===== src/rtl/wb_interconnect_nxm_pkg.sv =====
// wb_interconnect_nxm_pkg: shared widths, arbiter state encoding and address decode helper
package wb_interconnect_nxm_pkg;
  localparam int ADR_MAX = 64;
  typedef enum logic {
    ARB_IDLE = 1'b0,
    ARB_BUSY = 1'b1
  } arb_state_e;
  function automatic int idx_w(input int n);
    return (n > 1) ? $clog2(n) : 1;
  endfunction
  function automatic logic adr_match(input logic [ADR_MAX-1:0] adr, input logic [ADR_MAX-1:0] mask,
                                     input logic [ADR_MAX-1:0] base);
    return (adr & mask) == base;
  endfunction
endpackage


===== src/rtl/wb_rr_arbiter.sv =====
// wb_rr_arbiter: per-target round-robin grant FSM holding the owner until released
module wb_rr_arbiter
  import wb_interconnect_nxm_pkg::*;
#(
  parameter int N  = 2,
  parameter int IW = 1
) (
  input  logic          clock,
  input  logic          reset,
  input  logic [N-1:0]  req_i,
  input  logic          release_i,
  output logic [IW-1:0] owner_o,
  output logic          valid_o
);
  arb_state_e    state_q;
  logic [IW-1:0] owner_q, ptr_q, pick;
  logic [N-1:0]  rot;
  // first requester at or after the round-robin pointer
  always_comb begin
    rot  = N'({req_i, req_i} >> ptr_q);
    pick = ptr_q;
    for (int i = N - 1; i >= 0; i--) if (rot[i]) pick = IW'((int'(ptr_q) + i) % N);
  end
  // grant on idle, hold until released, then advance the pointer past the owner
  always_ff @(posedge clock or posedge reset) begin
    if (reset) begin
      state_q <= ARB_IDLE;
      owner_q <= '0;
      ptr_q   <= '0;
    end else if (state_q == ARB_IDLE) begin
      if (|req_i) begin
        owner_q <= pick;
        state_q <= ARB_BUSY;
      end
    end else if (release_i) begin
      state_q <= ARB_IDLE;
      ptr_q   <= IW'((int'(owner_q) + 1) % N);
    end
  end
  assign valid_o = state_q == ARB_BUSY;
  assign owner_o = owner_q;
endmodule


===== src/rtl/wb_interconnect_nxm.sv =====
// wb_interconnect_nxm: N-initiator x M-target Wishbone classic crossbar with arbitration, error responder and timeout
module wb_interconnect_nxm
  import wb_interconnect_nxm_pkg::*;
#(
  parameter int ADR_WIDTH = 32,
  parameter int DAT_WIDTH = 32,
  parameter int N_INITIATORS = 2,
  parameter int N_TARGETS = 2,
  parameter logic [N_TARGETS*ADR_WIDTH-1:0] T_ADR_MASK = {N_TARGETS{32'hFF00_0000}},
  parameter logic [N_TARGETS*ADR_WIDTH-1:0] T_ADR = {32'h1000_0000, 32'h0000_0000},
  parameter int TIMEOUT_CYCLES = 256
) (
  input  logic                                clock,
  input  logic                                reset,
  input  logic [N_INITIATORS*ADR_WIDTH-1:0]   t_adr,
  input  logic [N_INITIATORS*DAT_WIDTH-1:0]   t_dat_w,
  output logic [N_INITIATORS*DAT_WIDTH-1:0]   t_dat_r,
  input  logic [N_INITIATORS-1:0]             t_cyc,
  input  logic [N_INITIATORS-1:0]             t_stb,
  input  logic [N_INITIATORS*DAT_WIDTH/8-1:0] t_sel,
  input  logic [N_INITIATORS-1:0]             t_we,
  output logic [N_INITIATORS-1:0]             t_ack,
  output logic [N_INITIATORS-1:0]             t_err,
  output logic [N_TARGETS*ADR_WIDTH-1:0]      i_adr,
  output logic [N_TARGETS*DAT_WIDTH-1:0]      i_dat_w,
  input  logic [N_TARGETS*DAT_WIDTH-1:0]      i_dat_r,
  output logic [N_TARGETS-1:0]                i_cyc,
  output logic [N_TARGETS-1:0]                i_stb,
  output logic [N_TARGETS*DAT_WIDTH/8-1:0]    i_sel,
  output logic [N_TARGETS-1:0]                i_we,
  input  logic [N_TARGETS-1:0]                i_ack,
  input  logic [N_TARGETS-1:0]                i_err
);
  localparam int INI_IDX_W = idx_w(N_INITIATORS);
  localparam int TGT_IDX_W = idx_w(N_TARGETS);
  localparam int SEL_W = DAT_WIDTH / 8;
  localparam int CNT_W = idx_w(TIMEOUT_CYCLES + 1);
  logic [N_INITIATORS-1:0] hit, gnt_any, tgt_err, run, fire, err_resp_d, err_resp_q, tmo_q;
  logic [TGT_IDX_W-1:0]    dsel [N_INITIATORS];
  logic [CNT_W-1:0]        cnt_d [N_INITIATORS];
  logic [CNT_W-1:0]        cnt_q [N_INITIATORS];
  logic [N_INITIATORS-1:0] req [N_TARGETS];
  logic [INI_IDX_W-1:0]    owner [N_TARGETS];
  logic [N_TARGETS-1:0]    valid, rel;
  // address decode per initiator; iterating downwards lets the lowest matching target win
  always_comb begin
    for (int j = 0; j < N_INITIATORS; j++) begin
      hit[j]  = 1'b0;
      dsel[j] = '0;
      for (int k = N_TARGETS - 1; k >= 0; k--)
        if (adr_match(ADR_MAX'(t_adr[j*ADR_WIDTH +: ADR_WIDTH]), ADR_MAX'(T_ADR_MASK[k*ADR_WIDTH +: ADR_WIDTH]),
                      ADR_MAX'(T_ADR[k*ADR_WIDTH +: ADR_WIDTH]))) begin
          hit[j]  = 1'b1;
          dsel[j] = TGT_IDX_W'(k);
        end
    end
  end
  // request matrix: initiator j strobing an address that decodes to target k
  always_comb begin
    for (int k = 0; k < N_TARGETS; k++)
      for (int j = 0; j < N_INITIATORS; j++)
        req[k][j] = t_cyc[j] & t_stb[j] & hit[j] & (dsel[j] == TGT_IDX_W'(k));
  end
  for (genvar k = 0; k < N_TARGETS; k++) begin : g_arb
    wb_rr_arbiter #(.N(N_INITIATORS), .IW(INI_IDX_W)) u_arb (
      .clock    (clock),
      .reset    (reset),
      .req_i    (req[k]),
      .release_i(rel[k]),
      .owner_o  (owner[k]),
      .valid_o  (valid[k])
    );
  end
  // forward the owner's bus signals to each granted target; idle targets see zeros
  always_comb begin
    i_cyc   = '0;
    i_stb   = '0;
    i_we    = '0;
    i_adr   = '0;
    i_dat_w = '0;
    i_sel   = '0;
    for (int k = 0; k < N_TARGETS; k++)
      if (valid[k]) begin
        i_cyc[k] = t_cyc[owner[k]];
        i_stb[k] = t_stb[owner[k]];
        i_we[k]  = t_we[owner[k]];
        i_adr[k*ADR_WIDTH +: ADR_WIDTH]   = t_adr[int'(owner[k])*ADR_WIDTH +: ADR_WIDTH];
        i_dat_w[k*DAT_WIDTH +: DAT_WIDTH] = t_dat_w[int'(owner[k])*DAT_WIDTH +: DAT_WIDTH];
        i_sel[k*SEL_W +: SEL_W]           = t_sel[int'(owner[k])*SEL_W +: SEL_W];
      end
  end
  // return path from the granted target plus locally generated errors
  always_comb begin
    gnt_any = '0;
    t_ack   = '0;
    tgt_err = '0;
    t_dat_r = '0;
    for (int j = 0; j < N_INITIATORS; j++)
      for (int k = 0; k < N_TARGETS; k++)
        if (valid[k] && owner[k] == INI_IDX_W'(j)) begin
          gnt_any[j] = 1'b1;
          t_ack[j]   = t_ack[j] | i_ack[k];
          tgt_err[j] = tgt_err[j] | i_err[k];
          t_dat_r[j*DAT_WIDTH +: DAT_WIDTH] = t_dat_r[j*DAT_WIDTH +: DAT_WIDTH] | i_dat_r[k*DAT_WIDTH +: DAT_WIDTH];
        end
    t_err = tgt_err | err_resp_q | tmo_q;
  end
  // stall counting, timeout abort and decode-error pulse generation per initiator
  always_comb begin
    for (int j = 0; j < N_INITIATORS; j++) begin
      run[j]        = (TIMEOUT_CYCLES != 0) & gnt_any[j] & t_stb[j] & ~t_ack[j] & ~tgt_err[j];
      fire[j]       = run[j] & (cnt_q[j] == CNT_W'(TIMEOUT_CYCLES - 1));
      cnt_d[j]      = (run[j] & ~fire[j]) ? cnt_q[j] + CNT_W'(1) : '0;
      err_resp_d[j] = t_cyc[j] & t_stb[j] & ~hit[j] & ~err_resp_q[j];
    end
  end
  // a grant ends when its owner drops cyc or its stall timer expires
  always_comb begin
    for (int k = 0; k < N_TARGETS; k++) rel[k] = valid[k] & (~t_cyc[owner[k]] | fire[owner[k]]);
  end
  // registered error pulses and stall counters
  always_ff @(posedge clock or posedge reset) begin
    if (reset) begin
      err_resp_q <= '0;
      tmo_q      <= '0;
      for (int j = 0; j < N_INITIATORS; j++) cnt_q[j] <= '0;
    end else begin
      err_resp_q <= err_resp_d;
      tmo_q      <= fire;
      for (int j = 0; j < N_INITIATORS; j++) cnt_q[j] <= cnt_d[j];
    end
  end
`ifndef SYNTHESIS
  for (genvar k = 0; k < N_TARGETS; k++) begin : g_chk
    a_owner_stays : assert property (@(posedge clock) disable iff (reset)
      (valid[k] && t_cyc[owner[k]] && t_stb[owner[k]]) |-> (hit[owner[k]] && dsel[owner[k]] == TGT_IDX_W'(k)));
  end
`endif
endmodule


===== config.mk =====
export PLATFORM = sky130hd
export DESIGN_NAME = wb_interconnect_nxm
export DESIGN_NICKNAME = d
export VERILOG_FILES = /design/src/rtl/wb_interconnect_nxm_pkg.sv /design/src/rtl/wb_rr_arbiter.sv /design/src/rtl/wb_interconnect_nxm.sv
export SDC_FILE = /design/constraint.sdc
export NUM_CORES = 1
export LEC_CHECK = 0
export CORE_AREA = 2 2 163 165
export DETAILED_ROUTE_END_ITERATION = 6
export DIE_AREA = 0 0 165 167
export GPL_TIMING_DRIVEN = 0
export PLACE_DENSITY = 0.52
export SYNTH_ARGS = -nofsm -noshare
export SYNTH_HDL_FRONTEND = slang
export SYNTH_HIERARCHICAL = 1
export SYNTH_SLANG_ARGS = --single-unit

===== constraint.sdc =====
create_clock -name clock -period 2.2 [get_ports clock]
set_input_delay 0.22 -clock clock [delete_from_list [all_inputs] [get_ports clock]]
set_output_delay 0.22 -clock clock [all_outputs]
set_load 0.05 [all_outputs]

==> out/summary.json <==
{
  "post_drt_via_cell_ratio": {"value": 4.37},
  "final_nets": {"value": 1188},
  "io-pin-count": {"value": 422},
  "multi_input_area": {"value": 3580, "unit": "µm²"},
  "worst_setup_path_startpoint": {"value": "g_arb[0].u_arb/valid_o$_DFF_PP0_"},
  "placed_cell_area": {"value": 9160, "unit": "µm²"},
  "mappedNetlistNets": {"value": 762},
  "netlist_area": {"value": 4520, "unit": "µm²"},
  "cp_max_fo": {"value": 10},
  "route.layer.met1.wl": {"value": 10.0, "unit": "mm"},
  "cts_hold_buf": {"value": 0},
  "layout.area.seq": {"value": 704, "unit": "µm²"},
  "avgRoutedWirePerCell": {"value": 18.5, "unit": "µm"},
  "die_area": {"value": 27600, "unit": "µm²"},
  "worst_slew_margin_relative_to_its_limit": {"value": 43.3, "unit": "%"},
  "tritoncts": {"value": "done"},
  "min_period": {"value": 2.11, "unit": "ns"},
  "clkPwrFrac": {"value": 13.8, "unit": "%"},
  "power.share.switching": {"value": 47.2, "unit": "%"},
  "std_cell_rows": {"value": 59},
  "initial_core_util": {"value": 17.6, "unit": "%"},
  "clock_insertion_delay_worst_skew": {"value": 0.26, "unit": "ns"},
  "synth_top_cell_by_area": {"value": "mux2i_1"},
  "cts-root-to-sink-buffers": {"value": 2},
  "route.vias.total": {"value": 5708},
  "yosysSeqAreaShare": {"value": 15.5, "unit": "%"},
  "post-route-cell-area": {"value": 9460, "unit": "µm²"},
  "core_area": {"value": 25800, "unit": "µm²"},
  "detailroute.wirelength.met3": {"value": 1.45, "unit": "mm"},
  "cts.sink_count": {"value": 28},
  "synth_largest_type_area_fraction": {"value": 31.4, "unit": "%"},
  "tightest_slew": {"value": 0.850, "unit": "ns"},
  "cts_buffer_count": {"value": 3},
  "finClkSkew": {"value": 0.00338, "unit": "ns"},
  "placed_cells": {"value": 1302},
  "detailedPlacementHpwl": {"value": 19.8, "unit": "mm"},
  "seqPwrFrac": {"value": 16.8, "unit": "%"},
  "globalRouteOverflowTotal": {"value": 0},
  "irDropWorstVdd": {"value": 0.303, "unit": "mV"},
  "worst-endpoint-arrival": {"value": 1.89, "unit": "ns"},
  "timing.fmax": {"value": 0.475, "unit": "GHz"},
  "fp.dieW": {"value": 165, "unit": "µm"},
  "netlist_instances": {"value": 546},
  "filler_cells": {"value": 2698},
  "worstSetupPathType": {"value": "reg2out"},
  "postSynthRegisterBits": {"value": 28},
  "finalHoldViolations": {"value": 0},
  "areaGrowthSynthToFinish": {"value": 109, "unit": "%"},
  "leakagePower": {"value": 0.00345, "unit": "µW"},
  "globalRouteTotalUtil": {"value": 16.2, "unit": "%"},
  "stdcell_count": {"value": 1306},
  "wire_length_of_the_first_global_routing_pass": {"value": 34.6, "unit": "mm"},
  "startpoint_class": {"value": "register"},
  "number_of_remaining_drc_errors": {"value": 0},
  "grt_start_max_net_pins": {"value": 23},
  "synth.lib_cells_used.distinct": {"value": 34},
  "synth_area_per_cell": {"value": 8.28, "unit": "µm²"},
  "portBuffers": {"value": 421},
  "chip_height": {"value": 167, "unit": "µm"},
  "detailroute.wirelength.met2": {"value": 12.3, "unit": "mm"},
  "dr.pass1.iters": {"value": 4},
  "outcome": {"value": "completed"},
  "unrepaired_setup_endpoints_after_global_routing": {"value": "true"},
  "cp_data_required_time": {"value": 1.98, "unit": "ns"},
  "detail-route-antenna-nets": {"value": 0},
  "power": {"value": 3260, "unit": "µW"},
  "antenna_found_initial": {"value": 0},
  "placement.setup.worst_slack": {"value": -0.746, "unit": "ns"},
  "gp_routability_congestion": {"value": 0.833},
  "timing.rr.start": {"value": "cnt_q[0]$_DFF_PP0_"},
  "powerDensity": {"value": 345, "unit": "nW/µm²"},
  "setup_viol_count_final": {"value": 0},
  "number_of_max_slew_violations_in_the_final_report": {"value": 0},
  "combPwrFrac": {"value": 69.4, "unit": "%"},
  "h-tree-depth": {"value": 1},
  "final_layout_size_suffix_gt1_share": {"value": 27.4, "unit": "%"},
  "max_cap_violations": {"value": 0},
  "n_antenna_cell": {"value": 0},
  "ys.warnings.count": {"value": 6},
  "ys_top_cells_by_area": {"value": "mux2i_1 (31%), nor2b_1 (21%), dfrtp_1 (15%)"},
  "first_global_vias": {"value": 5674},
  "cell_int_power": {"value": 1720, "unit": "µW"},
  "routed_wirelength": {"value": 24.1, "unit": "mm"},
  "period_share": {"value": 95.7, "unit": "%"},
  "cts_root_buffer": {"value": "clkbuf_16"},
  "highest-signal-layer": {"value": "met4"},
  "final_core_utilization": {"value": 36.7, "unit": "%"},
  "worstHoldPathType": {"value": "in2async"},
  "clkTransAtPathRegs": {"value": 0.07, "unit": "ns"},
  "final.setup.worst_slack": {"value": 0.0944, "unit": "ns"},
  "crit_path_end_kind": {"value": "output port"},
  "drtIter0Drc": {"value": 249},
  "p_sw": {"value": 1540, "unit": "µW"}
}
[state kept, by name, indices dropped and copies added (netlist names)]
name and count:
cnt_q 18, err_resp_q 2, g_arb.u_arb/owner_o 2, g_arb.u_arb/ptr_q 2, g_arb.u_arb/valid_o 2, tmo_q 2
[cell families (layout without fill, tap and decap cells)]
logic type	Yosys count	in the layout	share of synthesized area (%)
AO/OA/AOI/OAI	84	84	15.7
XOR/XNOR	12	12	2.32
adder cells (fa/ha/maj)	4	4	1.11
buffers and inverters	61	486	5.73
flip-flops	28	28	15.5
multiplexers	143	143	31.8
AND/OR/NAND/NOR	214	214	27.9
[power groups by stage]
stage | Clock [µW] | Combinational [µW] | Sequential [µW]
final | 450 | 2270 | 547
after global routing | 484 | 2380 | 549
after CTS | 460 | 2290 | 546
after detailed placement | 0 | 2330 | 555
after global placement | 0 | 2340 | 555
after floorplan | 0 | 1300 | 550
[path summary, 6_finish.rpt]
| kind | cells past startpoint | to | slack [ns] |
|---|---|---|---|
| hold reg to reg | 1 | err_resp_q[0]$_DFF_PP0_ | 0.45 |
| hold / removal | 2 | g_arb[1].u_arb/owner_o$_DFFE_PP0P_ | 0.20 |
| min in group clock | 1 | err_resp_q[0]$_DFF_PP0_ | 0.45 |
| setup reg to reg | 10 | g_arb[0].u_arb/ptr_q$_DFFE_PP0P_ | 0.14 |
| max in group asynchronous | 2 | cnt_q[1]$_DFF_PP0_ | 1.17 |
| setup / recovery | 5 | t_dat_r[54] | 0.09 |
[layout by cell type (no fill, tap or decap), types with 4 or more instances in the layout]
cell type        count
clkdlybuf4s50_1    211
a21oi_1              4
nand3_1              6
buf_2               28
clkbuf_2            19
mux2i_1            139
dlygate4sd2_1       10
nor2_1              25
clkdlybuf4s18_2     10
clkdlybuf4s15_2    168
xnor2_1              6
nor2b_1            150
a22o_1              66
nand2_1             12
buf_6                4
ha_1                 4
dfrtp_1             25
nor3_1               4
inv_1               12
buf_4               12
xor2_1               6
clkbuf_4             8
[critical path, cell delays in order (launching register included)]
cell and delay, ns:
dfrtp_2 0.47, and2_1 0.15, buf_2 0.18, clkbuf_4 0.21, a22o_1 0.25, clkdlybuf4s18_2 0.36
[synth_stat cells]
library cell,number
o211ai_1,2
a21oi_1,4
xnor2_1,6
xor2_1,6
mux2_4,1
inv_1,12
a2bb2oi_1,2
and3_1,2
mux2i_1,142
and2_1,2
a41oi_2,1
nand4b_2,1
o21ai_0,1
nand2_1,12
nand2b_1,2
nand4_1,2
clkbuf_1,27
nor2_1,26
o2111ai_1,1
nor2b_1,150
buf_4,1
buf_2,21
or4_1,2
dfrtp_1,28
o21a_1,1
a22o_1,66
nand3_1,6
o22ai_1,2
a31oi_1,2
ha_1,4
nor3_1,4
nor4_2,2
and4_1,3
a22oi_1,2
[what timing repair did]
action | 4_1_cts | 5_1_grt
setup endpoints to repair | 212 | 130
gates resized for setup | 667 | 66
pin swaps | 0 | 0
cloned | 0 | 0
setup buffers | 0 | 0
[layout make-up]
| cell class | instances | area share [%] |
|---|---|---|
| multi-input cells | 457 | 37.9 |
| flip-flops and latches | 28 | 7.45 |
| clock buffers | 4 | 0.939 |
| plain buffers | 49 | 3.39 |
| inverters | 12 | 0.476 |
| repair buffers | 421 | 45.5 |
| well taps | 335 | 4.43 |
[metal layers]
| layer | global-route usage (%) | vias to the layer above |
|---|---|---|
| met1 | 19.7 | 2659 |
| met5 | 0 | - |
| met4 | 2.57 | 0 |
| met3 | 2.02 | 20 |
| met2 | 30.4 | 233 |
| li1 | - | 2796 |
[through the flow]
step	hold slack (ns)	setup TNS [ns]
6_report	0.197	0
4_1_cts	0.198	0
3_5_place_dp	0.441	-102.44
2_1_floorplan	-0.0264	0
3_3_place_gp	0.438	-102.13
5_1_grt	0.220	-0.0223
No activity file was read; power rests on OpenSTA's default activity.
